===== config.mk =====
export PLATFORM = sky130hd
export DESIGN_NAME = mips_multicycle_controller_flat
export DESIGN_NICKNAME = d
export VERILOG_FILES = /design/src/rtl/mips_multicycle_controller_if.sv /design/src/rtl/mips_multicycle_controller.sv /design/src/flat_wrapper.sv
export SDC_FILE = /design/constraint.sdc
export NUM_CORES = 1
export LEC_CHECK = 0
export CAP_MARGIN = 25
export CORE_ASPECT_RATIO = 0.75
export CORE_MARGIN = 2
export CORE_UTILIZATION = 37
export DETAILED_ROUTE_END_ITERATION = 12
export GPL_TIMING_DRIVEN = 0
export PLACE_DENSITY = 0.82
export SKIP_LAST_GASP = 1
export SLEW_MARGIN = 20
export SYNTH_ARGS = -nofsm -noshare
export SYNTH_HDL_FRONTEND = slang
export SYNTH_SLANG_ARGS = --single-unit
export TNS_END_PERCENT = 10

===== constraint.sdc =====
create_clock -name clk -period 1.7 [get_ports clk]
set_clock_uncertainty 0.2 [all_clocks]
set_input_delay 0.255 -clock clk [delete_from_list [all_inputs] [get_ports clk]]
set_output_delay 0.255 -clock clk [all_outputs]
set_load 0.01 [all_outputs]

===== src/rtl/mips_multicycle_controller_if.sv =====
// Control/status bundle between the multi-cycle MIPS controller (master) and
// its datapath (slave): IR fields and memory handshake in, datapath controls out.
interface mips_multicycle_controller_if #(
    parameter int OPC_W   = 6,
    parameter int FUNC_W  = 6,
    parameter int ALUOP_W = 3,
    parameter int STATE_W = 4
);
    logic               zero;
    logic [OPC_W-1:0]   OPC;
    logic [FUNC_W-1:0]  func;
    logic               mem_ready;

    logic               PCWrite;
    logic               IorD;
    logic               IRWrite;
    logic               Mem_Read;
    logic               Mem_Write;
    logic               RegWrite;
    logic               ALUsrcA;
    logic [1:0]         ALUsrcB;
    logic [1:0]         RegDst;
    logic [1:0]         MemtoReg;
    logic [1:0]         PCsrc;
    logic [ALUOP_W-1:0] ALUoperation;
    logic               instr_done;
    logic               illegal_op;
    logic [STATE_W-1:0] state_o;

    modport master (
        input  zero, OPC, func, mem_ready,
        output PCWrite, IorD, IRWrite, Mem_Read, Mem_Write, RegWrite, ALUsrcA,
               ALUsrcB, RegDst, MemtoReg, PCsrc, ALUoperation, instr_done,
               illegal_op, state_o
    );

    modport slave (
        output zero, OPC, func, mem_ready,
        input  PCWrite, IorD, IRWrite, Mem_Read, Mem_Write, RegWrite, ALUsrcA,
               ALUsrcB, RegDst, MemtoReg, PCsrc, ALUoperation, instr_done,
               illegal_op, state_o
    );
endinterface


===== src/rtl/mips_multicycle_controller.sv =====
// Multi-cycle MIPS control FSM (fetch/decode/execute/memory/writeback).
// Optional jal/jr support is built when MIPS_CTRL_JAL_JR_EN is defined.
module mips_multicycle_controller #(
    parameter int OPC_W   = 6,
    parameter int FUNC_W  = 6,
    parameter int ALUOP_W = 3,
    parameter int STATE_W = 4
) (
    input  logic                          clk,
    input  logic                          rst,
    mips_multicycle_controller_if.master  bus
);

    typedef enum logic [3:0] {
        S_FETCH  = 4'd0,
        S_DECODE = 4'd1,
        S_MEMADR = 4'd2,
        S_MEMRD  = 4'd3,
        S_MEMWB  = 4'd4,
        S_MEMWR  = 4'd5,
        S_EXEC   = 4'd6,
        S_RTWB   = 4'd7,
        S_BRANCH = 4'd8,
        S_IMMEX  = 4'd9,
        S_IMMWB  = 4'd10,
        S_JUMP   = 4'd11
`ifdef MIPS_CTRL_JAL_JR_EN
        ,
        S_JAL    = 4'd12,
        S_JR     = 4'd13
`endif
    } state_t;

    localparam logic [OPC_W-1:0] OP_RTYPE = OPC_W'(6'b000000);
    localparam logic [OPC_W-1:0] OP_LW    = OPC_W'(6'b100011);
    localparam logic [OPC_W-1:0] OP_SW    = OPC_W'(6'b101011);
    localparam logic [OPC_W-1:0] OP_BEQ   = OPC_W'(6'b000100);
    localparam logic [OPC_W-1:0] OP_BNE   = OPC_W'(6'b000101);
    localparam logic [OPC_W-1:0] OP_ADDI  = OPC_W'(6'b001000);
    localparam logic [OPC_W-1:0] OP_ANDI  = OPC_W'(6'b001100);
    localparam logic [OPC_W-1:0] OP_ORI   = OPC_W'(6'b001101);
    localparam logic [OPC_W-1:0] OP_SLTI  = OPC_W'(6'b001010);
    localparam logic [OPC_W-1:0] OP_J     = OPC_W'(6'b000010);
`ifdef MIPS_CTRL_JAL_JR_EN
    localparam logic [OPC_W-1:0]  OP_JAL  = OPC_W'(6'b000011);
    localparam logic [FUNC_W-1:0] FN_JR   = FUNC_W'(6'b001000);
`endif

    localparam logic [FUNC_W-1:0] FN_ADD = FUNC_W'(6'b100000);
    localparam logic [FUNC_W-1:0] FN_SUB = FUNC_W'(6'b100010);
    localparam logic [FUNC_W-1:0] FN_AND = FUNC_W'(6'b100100);
    localparam logic [FUNC_W-1:0] FN_OR  = FUNC_W'(6'b100101);
    localparam logic [FUNC_W-1:0] FN_SLT = FUNC_W'(6'b101010);

    localparam logic [ALUOP_W-1:0] ALU_ADD = ALUOP_W'(3'b010);
    localparam logic [ALUOP_W-1:0] ALU_SUB = ALUOP_W'(3'b110);
    localparam logic [ALUOP_W-1:0] ALU_AND = ALUOP_W'(3'b000);
    localparam logic [ALUOP_W-1:0] ALU_OR  = ALUOP_W'(3'b001);
    localparam logic [ALUOP_W-1:0] ALU_SLT = ALUOP_W'(3'b111);

    state_t               r_state;
    state_t               w_state_next;

    logic                 w_pcwrite;
    logic                 w_iord;
    logic                 w_irwrite;
    logic                 w_mem_read;
    logic                 w_mem_write;
    logic                 w_regwrite;
    logic                 w_alusrca;
    logic [1:0]           w_alusrcb;
    logic [1:0]           w_regdst;
    logic [1:0]           w_memtoreg;
    logic [1:0]           w_pcsrc;
    logic [ALUOP_W-1:0]   w_aluop;
    logic                 w_instr_done;
    logic                 w_illegal_op;

    always_ff @(posedge clk) begin
        if (!rst) begin
            r_state <= S_FETCH;
        end else begin
            r_state <= w_state_next;
        end
    end

    always_comb begin
        w_state_next = S_FETCH;
        w_pcwrite    = 1'b0;
        w_iord       = 1'b0;
        w_irwrite    = 1'b0;
        w_mem_read   = 1'b0;
        w_mem_write  = 1'b0;
        w_regwrite   = 1'b0;
        w_alusrca    = 1'b0;
        w_alusrcb    = 2'b00;
        w_regdst     = 2'b00;
        w_memtoreg   = 2'b00;
        w_pcsrc      = 2'b00;
        w_aluop      = ALU_AND;
        w_instr_done = 1'b0;
        w_illegal_op = 1'b0;

        case (r_state)
            S_FETCH: begin
                w_mem_read   = 1'b1;
                w_alusrcb    = 2'b01;
                w_aluop      = ALU_ADD;
                w_irwrite    = bus.mem_ready;
                w_pcwrite    = bus.mem_ready;
                w_state_next = bus.mem_ready ? S_DECODE : S_FETCH;
            end

            S_DECODE: begin
                // Precompute the branch target into ALUOut while dispatching.
                w_alusrcb = 2'b11;
                w_aluop   = ALU_ADD;
                case (bus.OPC)
                    OP_RTYPE: begin
`ifdef MIPS_CTRL_JAL_JR_EN
                        w_state_next = (bus.func == FN_JR) ? S_JR : S_EXEC;
`else
                        w_state_next = S_EXEC;
`endif
                    end
                    OP_LW, OP_SW:                      w_state_next = S_MEMADR;
                    OP_BEQ, OP_BNE:                    w_state_next = S_BRANCH;
                    OP_ADDI, OP_ANDI, OP_ORI, OP_SLTI: w_state_next = S_IMMEX;
                    OP_J:                              w_state_next = S_JUMP;
`ifdef MIPS_CTRL_JAL_JR_EN
                    OP_JAL:                            w_state_next = S_JAL;
`endif
                    default: begin
                        w_illegal_op = 1'b1;
                        w_state_next = S_FETCH;
                    end
                endcase
            end

            S_MEMADR: begin
                w_alusrca    = 1'b1;
                w_alusrcb    = 2'b10;
                w_aluop      = ALU_ADD;
                w_state_next = (bus.OPC == OP_SW) ? S_MEMWR : S_MEMRD;
            end

            S_MEMRD: begin
                w_mem_read   = 1'b1;
                w_iord       = 1'b1;
                w_state_next = bus.mem_ready ? S_MEMWB : S_MEMRD;
            end

            S_MEMWB: begin
                w_regwrite   = 1'b1;
                w_regdst     = 2'b00;
                w_memtoreg   = 2'b01;
                w_instr_done = 1'b1;
                w_state_next = S_FETCH;
            end

            S_MEMWR: begin
                w_mem_write  = 1'b1;
                w_iord       = 1'b1;
                w_instr_done = bus.mem_ready;
                w_state_next = bus.mem_ready ? S_FETCH : S_MEMWR;
            end

            S_EXEC: begin
                w_alusrca    = 1'b1;
                w_alusrcb    = 2'b00;
                w_state_next = S_RTWB;
                case (bus.func)
                    FN_ADD:  w_aluop = ALU_ADD;
                    FN_SUB:  w_aluop = ALU_SUB;
                    FN_AND:  w_aluop = ALU_AND;
                    FN_OR:   w_aluop = ALU_OR;
                    FN_SLT:  w_aluop = ALU_SLT;
                    default: begin
                        w_aluop      = ALU_ADD;
                        w_illegal_op = 1'b1;
                        w_state_next = S_FETCH;
                    end
                endcase
            end

            S_RTWB: begin
                w_regwrite   = 1'b1;
                w_regdst     = 2'b01;
                w_memtoreg   = 2'b00;
                w_instr_done = 1'b1;
                w_state_next = S_FETCH;
            end

            S_BRANCH: begin
                // IR is stable after fetch, so OPC still tells beq from bne here.
                w_alusrca    = 1'b1;
                w_alusrcb    = 2'b00;
                w_aluop      = ALU_SUB;
                w_pcsrc      = 2'b01;
                w_instr_done = 1'b1;
                w_pcwrite    = (bus.OPC == OP_BNE) ? ~bus.zero : bus.zero;
                w_state_next = S_FETCH;
            end

            S_IMMEX: begin
                w_alusrca    = 1'b1;
                w_alusrcb    = 2'b10;
                w_state_next = S_IMMWB;
                case (bus.OPC)
                    OP_ANDI: w_aluop = ALU_AND;
                    OP_ORI:  w_aluop = ALU_OR;
                    OP_SLTI: w_aluop = ALU_SLT;
                    default: w_aluop = ALU_ADD;
                endcase
            end

            S_IMMWB: begin
                w_regwrite   = 1'b1;
                w_regdst     = 2'b00;
                w_memtoreg   = 2'b00;
                w_instr_done = 1'b1;
                w_state_next = S_FETCH;
            end

            S_JUMP: begin
                w_pcwrite    = 1'b1;
                w_pcsrc      = 2'b10;
                w_instr_done = 1'b1;
                w_state_next = S_FETCH;
            end

`ifdef MIPS_CTRL_JAL_JR_EN
            S_JAL: begin
                w_regwrite   = 1'b1;
                w_regdst     = 2'b10;
                w_memtoreg   = 2'b10;
                w_pcwrite    = 1'b1;
                w_pcsrc      = 2'b10;
                w_instr_done = 1'b1;
                w_state_next = S_FETCH;
            end

            S_JR: begin
                w_pcwrite    = 1'b1;
                w_pcsrc      = 2'b11;
                w_instr_done = 1'b1;
                w_state_next = S_FETCH;
            end
`endif

            default: w_state_next = S_FETCH;
        endcase

        // Reset gates every control so an aborted instruction cannot write anything.
        if (!rst) begin
            w_pcwrite    = 1'b0;
            w_iord       = 1'b0;
            w_irwrite    = 1'b0;
            w_mem_read   = 1'b0;
            w_mem_write  = 1'b0;
            w_regwrite   = 1'b0;
            w_alusrca    = 1'b0;
            w_alusrcb    = 2'b00;
            w_regdst     = 2'b00;
            w_memtoreg   = 2'b00;
            w_pcsrc      = 2'b00;
            w_aluop      = '0;
            w_instr_done = 1'b0;
            w_illegal_op = 1'b0;
        end
    end

    assign bus.PCWrite      = w_pcwrite;
    assign bus.IorD         = w_iord;
    assign bus.IRWrite      = w_irwrite;
    assign bus.Mem_Read     = w_mem_read;
    assign bus.Mem_Write    = w_mem_write;
    assign bus.RegWrite     = w_regwrite;
    assign bus.ALUsrcA      = w_alusrca;
    assign bus.ALUsrcB      = w_alusrcb;
    assign bus.RegDst       = w_regdst;
    assign bus.MemtoReg     = w_memtoreg;
    assign bus.PCsrc        = w_pcsrc;
    assign bus.ALUoperation = w_aluop;
    assign bus.instr_done   = w_instr_done;
    assign bus.illegal_op   = w_illegal_op;
    assign bus.state_o      = rst ? STATE_W'(r_state) : '0;

endmodule

===== src/flat_wrapper.sv =====
// flat-port wrapper written by rule: the top's interface ports become plain ports
module mips_multicycle_controller_flat 
#(
    parameter int OPC_W   = 6,
    parameter int FUNC_W  = 6,
    parameter int ALUOP_W = 3,
    parameter int STATE_W = 4
)
  (clk, rst, bus_zero, bus_OPC, bus_func, bus_mem_ready, bus_PCWrite, bus_IorD, bus_IRWrite, bus_Mem_Read, bus_Mem_Write, bus_RegWrite, bus_ALUsrcA, bus_ALUsrcB, bus_RegDst, bus_MemtoReg, bus_PCsrc, bus_ALUoperation, bus_instr_done, bus_illegal_op, bus_state_o);
  mips_multicycle_controller_if #(.OPC_W(OPC_W), .FUNC_W(FUNC_W), .ALUOP_W(ALUOP_W), .STATE_W(STATE_W)) bus_i ();
  input  logic clk;
  input  logic rst;
  input wire logic [$bits(bus_i.zero)-1:0] bus_zero;
  input wire logic [$bits(bus_i.OPC)-1:0] bus_OPC;
  input wire logic [$bits(bus_i.func)-1:0] bus_func;
  input wire logic [$bits(bus_i.mem_ready)-1:0] bus_mem_ready;
  output wire logic [$bits(bus_i.PCWrite)-1:0] bus_PCWrite;
  output wire logic [$bits(bus_i.IorD)-1:0] bus_IorD;
  output wire logic [$bits(bus_i.IRWrite)-1:0] bus_IRWrite;
  output wire logic [$bits(bus_i.Mem_Read)-1:0] bus_Mem_Read;
  output wire logic [$bits(bus_i.Mem_Write)-1:0] bus_Mem_Write;
  output wire logic [$bits(bus_i.RegWrite)-1:0] bus_RegWrite;
  output wire logic [$bits(bus_i.ALUsrcA)-1:0] bus_ALUsrcA;
  output wire logic [$bits(bus_i.ALUsrcB)-1:0] bus_ALUsrcB;
  output wire logic [$bits(bus_i.RegDst)-1:0] bus_RegDst;
  output wire logic [$bits(bus_i.MemtoReg)-1:0] bus_MemtoReg;
  output wire logic [$bits(bus_i.PCsrc)-1:0] bus_PCsrc;
  output wire logic [$bits(bus_i.ALUoperation)-1:0] bus_ALUoperation;
  output wire logic [$bits(bus_i.instr_done)-1:0] bus_instr_done;
  output wire logic [$bits(bus_i.illegal_op)-1:0] bus_illegal_op;
  output wire logic [$bits(bus_i.state_o)-1:0] bus_state_o;
  assign bus_i.zero = bus_zero;
  assign bus_i.OPC = bus_OPC;
  assign bus_i.func = bus_func;
  assign bus_i.mem_ready = bus_mem_ready;
  assign bus_PCWrite = bus_i.PCWrite;
  assign bus_IorD = bus_i.IorD;
  assign bus_IRWrite = bus_i.IRWrite;
  assign bus_Mem_Read = bus_i.Mem_Read;
  assign bus_Mem_Write = bus_i.Mem_Write;
  assign bus_RegWrite = bus_i.RegWrite;
  assign bus_ALUsrcA = bus_i.ALUsrcA;
  assign bus_ALUsrcB = bus_i.ALUsrcB;
  assign bus_RegDst = bus_i.RegDst;
  assign bus_MemtoReg = bus_i.MemtoReg;
  assign bus_PCsrc = bus_i.PCsrc;
  assign bus_ALUoperation = bus_i.ALUoperation;
  assign bus_instr_done = bus_i.instr_done;
  assign bus_illegal_op = bus_i.illegal_op;
  assign bus_state_o = bus_i.state_o;
  mips_multicycle_controller #(.OPC_W(OPC_W), .FUNC_W(FUNC_W), .ALUOP_W(ALUOP_W), .STATE_W(STATE_W)) u_core (.clk(clk), .rst(rst), .bus(bus_i));
endmodule

==> flow_summary_export.csv, run 1 <==
group,metric,value,unit
outcome,status,"complete, but fails checks",
outcome,violations_in_the_final_reports,"setup timing",
power_and_ir_drop,power.static_leakage,0.627,nW
synth,syn_area,847,sq um
cells_and_area,largest-register,"u_core.r_state",
cells_and_area,storage_cell_area,92.6,sq um
worst_setup_path,critPathKind,"reg -> out",
worst_setup_path,worst_path_max_delay_cell,"sky130_fd_sc_hd__clkdlybuf4s50_1",
clock_tree,clk_root_buffer_cell,"sky130_fd_sc_hd__clkbuf_4",
synth,synth_sequential_area_ratio,0.0945,
clock_tree,tritoncts_num_sinks,4,
route,route.detailed.wl_per_inst,15.8,microns
floorplanning,starting_density_of_the_core,0.406,
sta,post-route-worst-setup-slack,-0.343,ns
synth,netlist_instances,136,
worst_setup_path,critical_path_rt,1.24,ns
clock_tree,cts_tree,"done",
route,drc,0,
sta,final.period_utilization,1.20,
synth,synth_enable_flop_cells,0,
grt,antenna_found_initial,0,
grt,grt_pass1_wl,4.82,mm
synth,adder_cell_area_share_of_the_yosys_netlist,0,
cells_and_area,fillers,179,
synth,synthDominantCellAreaShare,0.0945,
worst_setup_path,crit_path_end_kind,"output port",
worst_setup_path,critical_path.max_stage_delay,0.53,ns
cells_and_area,top_regs,"u_core.r_state x4",
sta,setup_repair_after_global_routing_missed_its_margin,"yes",
synth,synth_simple_gate_area_share,0.484,
route,dr_total_vias,1239,
route,pre_antenna_drt_iters,4,
synth,synth.largest_area_cell,"sky130_fd_sc_hd__dfxtp_1",
cells_and_area,postLayoutCellArea,1440,sq um
cells_and_area,multi_input_comb_area,805,sq um
worst_setup_path,worstPathCellList,"buf_6 -> buf_2 -> and2_1 -> clkdlybuf4s50_1",
sta,tightest_slew,0.592,ns
placement,place.detailed.instances,195,
floorplanning,floorplan.io_pins,40,
synth,synth_seq_cells,4,
cells_and_area,largest_reg_flops,4,
cells_and_area,layout.core_utilization,0.688,
synth,asyncSetResetFlopFracSynth,0,
synth,synth.top_cells.by_count,"sky130_fd_sc_hd__nor2_1 (20), sky130_fd_sc_hd__nand2_1 (11), sky130_fd_sc_hd__clkbuf_1 (8), sky130_fd_sc_hd__nand2b_1 (8)",
worst_setup_path,worst_path_dominant_cell_family,"buffers and inverters",
worst_setup_path,cp_max_fo,10,
synth,synth_most_common_cell,"sky130_fd_sc_hd__nor2_1",
synth,ys_warn_count,0,
floorplanning,horizontal_extent_of_the_die,59.3,microns
clock_tree,cts_clk_pin_slew_worst_paths,0.04,ns
power_and_ir_drop,worst_ir_drop_vdd,125,uV
cells_and_area,drive_gt1_frac,0.353,
grt,grt.total_usage,0.235,
sta,final_max_slew_viol_count,0,
synth,yosysUniqueCellTypes,46,
placement,routabilityCongestion,0.878,
synth,synthXorXnorAreaFrac,0.0207,
hold_path,worstHoldPathType,"in -> reg",
sta,fin_worst_hold_slack,0.294,ns
sta,report.final.setup_viol,23,
worst_setup_path,path_buf_inv,3,
sta,fmax,490,MHz
clock_tree,hold_buffers,0,
route,dr.first_iter.drc_count,69,
synth,synth_top_family_by_area,"simple AND/OR/NAND/NOR gates",
placement,post_dp_cell_area,1230,sq um
route,antenna_violating_nets_left,0,
cells_and_area,post_layout_nonfiller_instances,208,
clock_tree,clk_latency,0.24,ns
placement,dp_hpwl,2.18,mm
clock_tree,number_of_buffers_added_by_the_clock_tree_synthesis_step,3,
route,wl,3.29,mm
clock_tree,cts_max_level,1,
worst_setup_path,critical_path_arrival,1.59,ns
sta,final_period_minus_worst_setup_slack,2.04,ns
sta,final_hold_viol_count,0,
placement,io_buffer_count,34,
synth,synth-compound-area-share,0.300,
power_and_ir_drop,power_per_cell_area,303,nW/um^2
floorplanning,floorplan.rows,14,
floorplanning,floorplan.die_area,2690,sq um
floorplanning,height_of_the_die,45.4,microns
grt,vias_in_the_first_global_route,1035,
grt,maximum_number_of_pins_on_one_net_before_global_route_repair,11,
floorplanning,core_area,2080,sq um
synth,postSynth.topFlopCell,"sky130_fd_sc_hd__dfxtp_1",
route,route.detailed.vias_per_inst,5.96,
synth,synth.avg_cell_area,6.23,sq um
worst_setup_path,crit_path_start_kind,"flop",
power_and_ir_drop,fin_total_pwr,0.434,mW
cells_and_area,layout.nets,202,
cells_and_area,num_antenna_cells,0,
sta,max_slew_margin,0.595,
synth,synth.top_cells.by_area,"sky130_fd_sc_hd__dfxtp_1 (9.5%), sky130_fd_sc_hd__nor2_1 (8.9%), sky130_fd_sc_hd__nand2b_1 (5.9%)",
grt,grt-ovfl-total,0,
cells_and_area,area.growth.synth_to_final,69.4,%
clock_tree,cts-root-to-sink-buffers,2,
job,total_of_max_cap_violations,0,
synth,synth.mux.area_fraction,0.0133,
[per-layer routing]
layer,track usage,share of wire
met1,0.338,0.41
met2,0.371,0.46
met3,0.0142,0.097
met4,0.0864,0.033
met5,0,0
[area by class of cell]
cell class,instances,share of cell area
Tap cell,24,0.0209
Buffer,13,0.0793
Sequential cell,4,0.0645
Timing Repair Buffer,44,0.251
Multi-Input combinational cell,117,0.561
Inverter,3,0.00785
Clock buffer,3,0.0157
[cell families after synthesis]
family	Yosys count
compound gates	36
simple gates	76
flops	4
xor+xnor	2
mux	1
buf+inv	16
other cells	1
[per-stage QoR]
stage	setup TNS [ns]	worst slack [ns]
floorplan	0	0.00372
global placement	-14.11	-0.890
detailed placement	-14.86	-0.903
CTS	-5.80	-0.374
global route	-6.83	-0.392
finish	-5.22	-0.343
[layout by cell type (no fill, tap or decap), types with 4 or more instances in the layout]
cell	count
sky130_fd_sc_hd__buf_4	14
sky130_fd_sc_hd__dlygate4sd2_1	15
sky130_fd_sc_hd__nand2b_1	7
sky130_fd_sc_hd__nor2_2	4
sky130_fd_sc_hd__nand4_1	4
sky130_fd_sc_hd__a21oi_1	5
sky130_fd_sc_hd__nand2_1	10
sky130_fd_sc_hd__clkbuf_2	8
sky130_fd_sc_hd__nor2_1	14
sky130_fd_sc_hd__nor2b_1	4
sky130_fd_sc_hd__o21ai_0	6
sky130_fd_sc_hd__clkdlybuf4s50_1	9
[power by group]
part | switching [mW] | leakage, nW | internal, mW
combinational | 0.110 | 0.578 | 0.100
sequential | 0.00441 | 0.0352 | 0.0936
clock | 0.0472 | 0.0138 | 0.0795
[path summary, 6_finish.rpt]
check,from,endpoint,slack [ns],depth (start not counted)
setup / recovery,u_core.r_state[3],bus_state_o[3],-0.34,4
hold / removal,bus_OPC[0],u_core.r_state[0],0.29,4
setup reg to reg,u_core.r_state[0],u_core.r_state[0],0.01,4
hold reg to reg,u_core.r_state[1],u_core.r_state[3],0.56,2
[what timing repair did]
item / in CTS / in global routing
pin swaps: 4 / 6
setup endpoints to repair: 25 / 24
setup buffers: 5 / 5
gates resized for setup: 68 / 29
[worst min-delay path, delay by kind of cell]
family | cells | cell delay [ns]
buffers and inverters | 1 | 0.16
AOI/OAI and AO/OA | 2 | 0.15
and+or+nand+nor | 1 | 0.13
Note: power is estimated with default switching activity, not from simulation.
==> inputs of run 2 (changes only) <==
--- a/config.mk
+++ b/config.mk
@@ -9,6 +9,7 @@
 export CORE_ASPECT_RATIO = 0.75
 export CORE_MARGIN = 2
 export CORE_UTILIZATION = 37
+export CTS_CLUSTER_SIZE = 12
 export DETAILED_ROUTE_END_ITERATION = 12
 export GPL_TIMING_DRIVEN = 0
 export PLACE_DENSITY = 0.82
==> constraint.sdc (replaced) <==
create_clock -name clk -period 1.7 [get_ports clk]
set_clock_uncertainty 0.2 [all_clocks]
set_input_delay 0.255 -clock clk [delete_from_list [all_inputs] [get_ports clk]]
set_output_delay 0.255 -clock clk [all_outputs]
set_load 0.05 [all_outputs]
==> run 2 against run 1 <==
Net effect:
- the run still ends with setup timing left
- sequential cell count unchanged
- fmax down 3.0%
- sequential power barely moved
- critical path depth grew 1
- via count down 1.8%
- wire length fell by 1.9%
- core utilization grew 2.5 points
- clock power barely moved
- highest routed layer unchanged
==> flow_summary_export.csv, run 2 (synthesis gave the netlist of run 1 again) <==
group,metric,value,unit
hold_path,hold-path-cell-count,5,
sta,final_period_minus_worst_setup_slack,2.11,ns
power_and_ir_drop,power_per_cell_area,333,nW/um^2
route,route.detailed.wl_per_inst,16.0,microns
sta,final.period_utilization,1.24,
clock_tree,cts_clk_pin_slew_worst_paths,0.04,ns
hold_path,worstHoldPathType,"in -> reg",
route,drc,0,
worst_setup_path,worst_path_max_delay_cell,"sky130_fd_sc_hd__dfxtp_2",
worst_setup_path,critical_path_arrival,1.65,ns
grt,grt.total_usage,0.247,
power_and_ir_drop,power.share.combinational,0.534,
worst_setup_path,cp_max_fo,8,
outcome,violations_in_the_final_reports,"setup timing",
cells_and_area,top_regs,"u_core.r_state x4",
floorplanning,starting_density_of_the_core,0.406,
grt,antenna_found_initial,0,
worst_setup_path,critical_path_rt,1.24,ns
grt,vias_in_the_first_global_route,1074,
clock_tree,number_of_buffers_added_by_the_clock_tree_synthesis_step,3,
placement,routabilityCongestion,0.984,
clock_tree,hold_buffers,0,
worst_setup_path,crit_path_start_kind,"flop",
floorplanning,floorplan.die_area,2690,sq um
cells_and_area,layout.nets,195,
clock_tree,tritoncts_num_sinks,4,
power_and_ir_drop,switching_power_of_the_nets,0.221,mW
placement,post_dp_cell_area,1380,sq um
job,total_of_max_cap_violations,0,
sta,fmax,475,MHz
sta,fin_worst_hold_slack,0.336,ns
worst_setup_path,critical_path.max_stage_delay,0.36,ns
route,antenna_violating_nets_left,0,
grt,grt_pass1_wl,4.97,mm
power_and_ir_drop,internal_power,0.275,mW
route,dr_total_vias,1217,
worst_setup_path,crit_path_end_kind,"output port",
clock_tree,clk_latency,0.25,ns
route,wl,3.23,mm
power_and_ir_drop,fin_total_pwr,0.496,mW
cells_and_area,fillers,166,
worst_setup_path,r2r.worst_path.cells,4,
cells_and_area,area.growth.synth_to_final,75.5,%
cells_and_area,num_antenna_cells,0,
route,pre_antenna_drt_iters,4,
cells_and_area,drive_gt1_frac,0.469,
sta,report.final.setup_viol,24,
sta,max_slew_margin,0.656,
route,dr.first_iter.drc_count,93,
clock_tree,cts_tree,"done",
power_and_ir_drop,netSwitchingFraction,0.446,
cells_and_area,layout.cells.most_common,"sky130_fd_sc_hd__buf_4",
route,route.detailed.vias_per_inst,6.05,
floorplanning,height_of_the_die,45.4,microns
outcome,status,"complete, but fails checks",
power_and_ir_drop,power.static_leakage,0.584,nW
grt,maximum_number_of_pins_on_one_net_before_global_route_repair,11,
power_and_ir_drop,worst_ir_drop_vdd,130,uV
floorplanning,core_area,2080,sq um
floorplanning,floorplan.rows,14,
power_and_ir_drop,seqPwrFrac,0.203,
floorplanning,horizontal_extent_of_the_die,59.3,microns
clock_tree,cts_max_level,1,
floorplanning,floorplan.io_pins,40,
power_and_ir_drop,clock_power_share,0.263,
placement,io_buffer_count,34,
clock_tree,cts-root-to-sink-buffers,2,
cells_and_area,postLayoutCellArea,1490,sq um
worst_setup_path,critPathKind,"reg -> out",
sta,final_max_slew_viol_count,0,
placement,dp_hpwl,2.31,mm
sta,setup_repair_after_global_routing_missed_its_margin,"yes",
sta,post-route-worst-setup-slack,-0.405,ns
sta,final_hold_viol_count,0,
cells_and_area,most_frequent_cells_in_the_layout,"sky130_fd_sc_hd__buf_4 (11), sky130_fd_sc_hd__nand2_1 (9), sky130_fd_sc_hd__nand2b_1 (8)",
worst_setup_path,worstPathCellList,"and4bb_2 -> a32o_2 -> a31oi_4 -> a31oi_4 -> buf_6",
cells_and_area,largest-register,"u_core.r_state",
grt,grt-ovfl-total,0,
sta,tightest_slew,0.510,ns
worst_setup_path,cell_mode_on_critical_path,"sky130_fd_sc_hd__a31oi_4",
clock_tree,clk_root_buffer_cell,"sky130_fd_sc_hd__clkbuf_4",
cells_and_area,largest_reg_flops,4,
run 2: changes by cell type in the layout (fill, tap and decap cells not counted), moves of 4 or more:
| cell | change |
|---|---|
| sky130_fd_sc_hd__dlygate4sd2_1 | -11 |
| sky130_fd_sc_hd__nor2_1 | -7 |
| sky130_fd_sc_hd__nor2_4 | +5 |
| sky130_fd_sc_hd__buf_2 | +4 |
| sky130_fd_sc_hd__clkdlybuf4s50_1 | -4 |
| sky130_fd_sc_hd__clkbuf_2 | -6 |
| sky130_fd_sc_hd__clkdlybuf4s15_2 | +6 |
run 2: final timing paths:
check                                       start                  end  slack (ns)
worst max-delay path            u_core.r_state[1]  bus_ALUoperation[1]       -0.41
worst min-delay path                   bus_OPC[2]    u_core.r_state[0]        0.34
worst max register to register  u_core.r_state[0]    u_core.r_state[0]       -0.05
worst min register to register  u_core.r_state[2]    u_core.r_state[1]        0.52
run 2: timing repair:
| action | CTS | global route |
|---|---|---|
| setup endpoints to repair | 26 | 26 |
| resized for setup | 125 | 21 |
| hold endpoints to repair | 0 | 0 |
| setup buffers | 3 | 1 |
| pin swaps | 5 | 4 |
run 2: stage by stage:
step,util,TNS [ns],instances,worst slack (ns)
after floorplan,-,-1.43,137,-0.141
after global placement,0.663,-21.28,195,-1.14
after detailed placement,0.663,-21.81,195,-1.19
after CTS,0.705,-7.64,201,-0.443
after global routing,0.713,-8.15,201,-0.446
final,0.713,-6.59,201,-0.405
run 2: routing by layer:
layer / GRT usage / wire [microns]
met5: 0 / 0
met2: 0.374 / 1480
met4: 0.105 / 67
met1: 0.354 / 1430
met3: 0.0313 / 253
run 2: cell type report:
cell class | count | area (sq um) | share of cell area
Buffer | 12 | 97.6 | 0.0657
Clock buffer | 3 | 22.5 | 0.0152
Inverter | 3 | 17.5 | 0.0118
Multi-Input combinational cell | 117 | 897 | 0.604
Sequential cell | 4 | 83.8 | 0.0564
Tap cell | 24 | 30.0 | 0.0202
Timing Repair Buffer | 38 | 338 | 0.227
run 2: worst max-delay path: cells and delay by family, from the launching register on:
| family | cells | cell delay, ns |
|---|---|---|
| compound gates | 3 | 0.63 |
| buf+inv | 1 | 0.17 |
| flops | 1 | 0.36 |
| simple gates | 1 | 0.24 |
run 2: power groups by stage:
stage / combinational [mW] / sequential (mW) / clock [mW]
after global routing: 0.281 / 0.101 / 0.136
after floorplan: 0.169 / 0.100 / 0
after CTS: 0.257 / 0.0999 / 0.131
final: 0.265 / 0.100 / 0.130
after detailed placement: 0.252 / 0.101 / 0
after global placement: 0.248 / 0.101 / 0
==> inputs of run 3 (changes only) <==
--- a/config.mk
+++ b/config.mk
@@ -5,6 +5,7 @@
 export SDC_FILE = /design/constraint.sdc
 export NUM_CORES = 1
 export LEC_CHECK = 0
+export ABC_AREA = 1
 export CAP_MARGIN = 25
 export CORE_ASPECT_RATIO = 0.75
 export CORE_MARGIN = 2
==> run 3 against run 2 <==
Net effect:
- register-to-register slack better by 0.18 ns
- core utilization increased by 1.8 points
- sequential share of layout area is 0.44 points higher
- highest routed layer unchanged
- the flow still finishes with violations (setup timing)
- synthesized area grew 0.30%
- worst hold slack gained 0.12 ns
- wire length increased by 2.0%
- setup slack improved by 0.13 ns
- critical path type unchanged
- total power decreased by 3.3%
==> flow_summary_export.csv, run 3 <==
group,metric,value,unit
outcome,status,"complete, but fails checks",
outcome,violations_in_the_final_reports,"setup timing",
synth,postSynth.topFlopCell,"sky130_fd_sc_hd__dfxtp_1",
sta,final_max_slew_viol_count,0,
cells_and_area,layout.cells.most_common,"sky130_fd_sc_hd__nand2_1",
power_and_ir_drop,worst_ir_drop_vdd,275,uV
synth,synth_most_common_cell,"sky130_fd_sc_hd__nand2_1",
cells_and_area,largest_reg_flops,4,
placement,io_buffer_count,36,
grt,maximum_number_of_pins_on_one_net_before_global_route_repair,11,
placement,routabilityCongestion,0.907,
floorplanning,floorplan.die_area,2700,sq um
route,pre_antenna_drt_iters,4,
cells_and_area,fillers,159,
placement,setup_slack_placement,-1.09,ns
synth,synth.largest_area_cell,"sky130_fd_sc_hd__nand2_1",
power_and_ir_drop,power.static_leakage,0.811,nW
hold_path,whs_endpoint,"u_core.r_state[3]",
floorplanning,core_area,2080,sq um
worst_setup_path,cp_max_fo,2,
worst_setup_path,worst_path_max_delay_cell,"sky130_fd_sc_hd__clkdlybuf4s50_1",
sta,final_hold_viol_count,0,
power_and_ir_drop,power_per_cell_area,315,nW/um^2
sta,post-route-worst-setup-slack,-0.279,ns
synth,synth_simple_gate_area_share,0.598,
synth,synth.top_cells.by_count,"sky130_fd_sc_hd__nand2_1 (34), sky130_fd_sc_hd__nor2_1 (32), sky130_fd_sc_hd__inv_1 (26)",
sta,final_period_minus_worst_setup_slack,1.98,ns
cells_and_area,area.growth.synth_to_final,79.4,%
route,route.detailed.wl_per_inst,13.5,microns
clock_tree,number_of_buffers_added_by_the_clock_tree_synthesis_step,3,
floorplanning,horizontal_extent_of_the_die,59.3,microns
floorplanning,floorplan.io_pins,40,
worst_setup_path,worstReg2RegEnd,"u_core.r_state[1]",
hold_path,hold-path-cell-count,3,
grt,vias_in_the_first_global_route,1158,
worst_setup_path,critical_path_arrival,1.52,ns
worst_setup_path,critical_path.max_stage_delay,0.79,ns
floorplanning,height_of_the_die,45.5,microns
synth,synth-compound-area-share,0.122,
clock_tree,cts_tree,"done",
worst_setup_path,worstPathCellList,"nand2_1 -> inv_1 -> clkdlybuf4s50_1",
route,drc,0,
floorplanning,starting_density_of_the_core,0.408,
synth,adder_cell_area_share_of_the_yosys_netlist,0,
sta,report.final.setup_viol,20,
synth,synthDominantCellAreaShare,0.150,
synth,synthXorXnorAreaFrac,0,
synth,synth.avg_cell_area,5.09,sq um
grt,grt-ovfl-total,0,
route,dr_total_vias,1317,
sta,fin_worst_hold_slack,0.455,ns
synth,asyncSetResetFlopFracSynth,0,
cells_and_area,num_antenna_cells,0,
synth,ys_warn_count,0,
sta,fmax,505,MHz
synth,synth_top_family_by_area,"simple AND/OR/NAND/NOR gates",
worst_setup_path,r2r.worst_path.cells,10,
clock_tree,cts_clk_pin_slew_worst_paths,0.04,ns
cells_and_area,layout.core_utilization,0.731,
route,dr.first_iter.drc_count,68,
worst_setup_path,critical_path_rt,1.24,ns
worst_setup_path,crit_path_end_kind,"output port",
worst_setup_path,crit-reg2reg-launch,"u_core.r_state[1]",
clock_tree,clk_latency,0.24,ns
clock_tree,tritoncts_num_sinks,4,
grt,antenna_found_initial,0,
cells_and_area,postLayoutCellArea,1520,sq um
route,antenna_violating_nets_left,0,
route,route.detailed.vias_per_inst,5.40,
grt,grt.total_usage,0.235,
synth,synth.top_cells.by_area,"sky130_fd_sc_hd__nand2_1 (15%), sky130_fd_sc_hd__nor2_1 (14%), sky130_fd_sc_hd__inv_1 (11%)",
clock_tree,cts_max_level,1,
synth,synth_enable_flop_cells,0,
clock_tree,cts-root-to-sink-buffers,2,
cells_and_area,most_frequent_cells_in_the_layout,"sky130_fd_sc_hd__nand2_1 (33), sky130_fd_sc_hd__nor2_1 (24), sky130_fd_sc_hd__inv_1 (18)",
synth,netlist_instances,167,
job,total_of_max_cap_violations,0,
synth,syn_area,850,sq um
worst_setup_path,crit_path_start_kind,"flop",
placement,dp_hpwl,2.02,mm
route,wl,3.29,mm
sta,final.period_utilization,1.16,
cells_and_area,multi_input_comb_area,766,sq um
cells_and_area,layout.nets,238,
worst_setup_path,critPathKind,"reg -> out",
synth,synth_seq_cells,4,
hold_path,min-delay-start,"u_core.r_state[2]",
placement,post_dp_cell_area,1320,sq um
synth,synth.mux.area_fraction,0,
worst_setup_path,timing.reg2reg.setup_slack,0.13,ns
grt,grt_pass1_wl,4.80,mm
synth,yosysUniqueCellTypes,24,
synth,synth_sequential_area_ratio,0.0943,
sta,setup_repair_after_global_routing_missed_its_margin,"yes",
cells_and_area,drive_gt1_frac,0.450,
clock_tree,clk_root_buffer_cell,"sky130_fd_sc_hd__clkbuf_4",
floorplanning,floorplan.rows,14,
hold_path,worstHoldPathType,"reg -> reg",
cells_and_area,storage_cell_area,92.6,sq um
cells_and_area,largest-register,"u_core.r_state",
clock_tree,hold_buffers,0,
cells_and_area,top_regs,"u_core.r_state x4",
==> run 3: cell types whose count changed after synthesis, moves of 5 or more <==
cell,previous run,this run
sky130_fd_sc_hd__inv_1,3,26
sky130_fd_sc_hd__nand2_1,11,34
sky130_fd_sc_hd__nand3_1,2,15
sky130_fd_sc_hd__nor2_1,20,32
sky130_fd_sc_hd__clkbuf_1,8,0
sky130_fd_sc_hd__nand2b_1,8,0
sky130_fd_sc_hd__inv_2,0,7
sky130_fd_sc_hd__nand2_2,0,7
sky130_fd_sc_hd__nor2b_1,7,0
sky130_fd_sc_hd__nor2_4,0,5
==> run 3: through the flow <==
step                      total power, mW  setup TNS, ns  std cells
final                               0.479          -4.05        244
after global routing                0.508          -5.40        244
after CTS                           0.456          -3.99        238
after detailed placement            0.337         -12.86        228
after global placement              0.334         -12.33        228
after floorplan                     0.254          -1.01        168
==> run 3: final cells by class <==
type	instances	share of cell area
clock buffer	3	0.0148
multi-input combinational	126	0.502
inverter	34	0.0928
sequential	4	0.0608
buffer	4	0.0181
timing repair buffer	49	0.291
tap	24	0.0197
==> run 3: cells by family (layout without fill, tap and decap cells) <==
kind of cell           Yosys count  after routing
AND/OR/NAND/NOR                106            106
AO/OA/AOI/OAI                   18             18
flip-flops                       4              4
buffers and inverters           38             90
other                            1              2
==> run 3: worst max-delay path, delay by kind of cell, from the launching register on <==
| kind | cells | cell delay (ns) |
|---|---|---|
| flip-flops | 1 | 0.36 |
| buffers and inverters | 2 | 0.86 |
| AND/OR/NAND/NOR | 1 | 0.07 |
==> run 3: worst max-delay path by stage <==
stage                     slack (ns)         startpoint                  end  depth (start not counted)
after detailed placement       -1.09        bus_func[5]  bus_ALUoperation[0]                          8
after CTS                      -0.25  u_core.r_state[3]       bus_illegal_op                          8
after global placement         -1.08        bus_func[5]  bus_ALUoperation[0]                          8
final                          -0.28  u_core.r_state[3]       bus_state_o[3]                          3
after global routing           -0.34  u_core.r_state[3]  bus_ALUoperation[2]                          8
after floorplan                -0.18  u_core.r_state[3]          bus_PCWrite                          6
==> run 3: repair_timing <==
item	in CTS	in global routing
setup endpoints to repair	22	22
buffers inserted	7	6
cloned	0	0
pin swaps	18	15
gates resized for setup	121	27
endpoints found under the hold margin	0	0
==> run 3: metal layers <==
metal	vias to the layer above	track usage	part of all wire
met2	105	0.431	0.47
met5	-	0	0
met3	25	0.0199	0.11
met1	555	0.285	0.37
li1	632	-	-
met4	0	0.0909	0.044
==> run 3: power by group <==
group | switching, mW | leakage (nW) | internal [mW]
clock | 0.0392 | 0.0138 | 0.0790
sequential | 0.00595 | 0.0352 | 0.0943
combinational | 0.171 | 0.762 | 0.0901
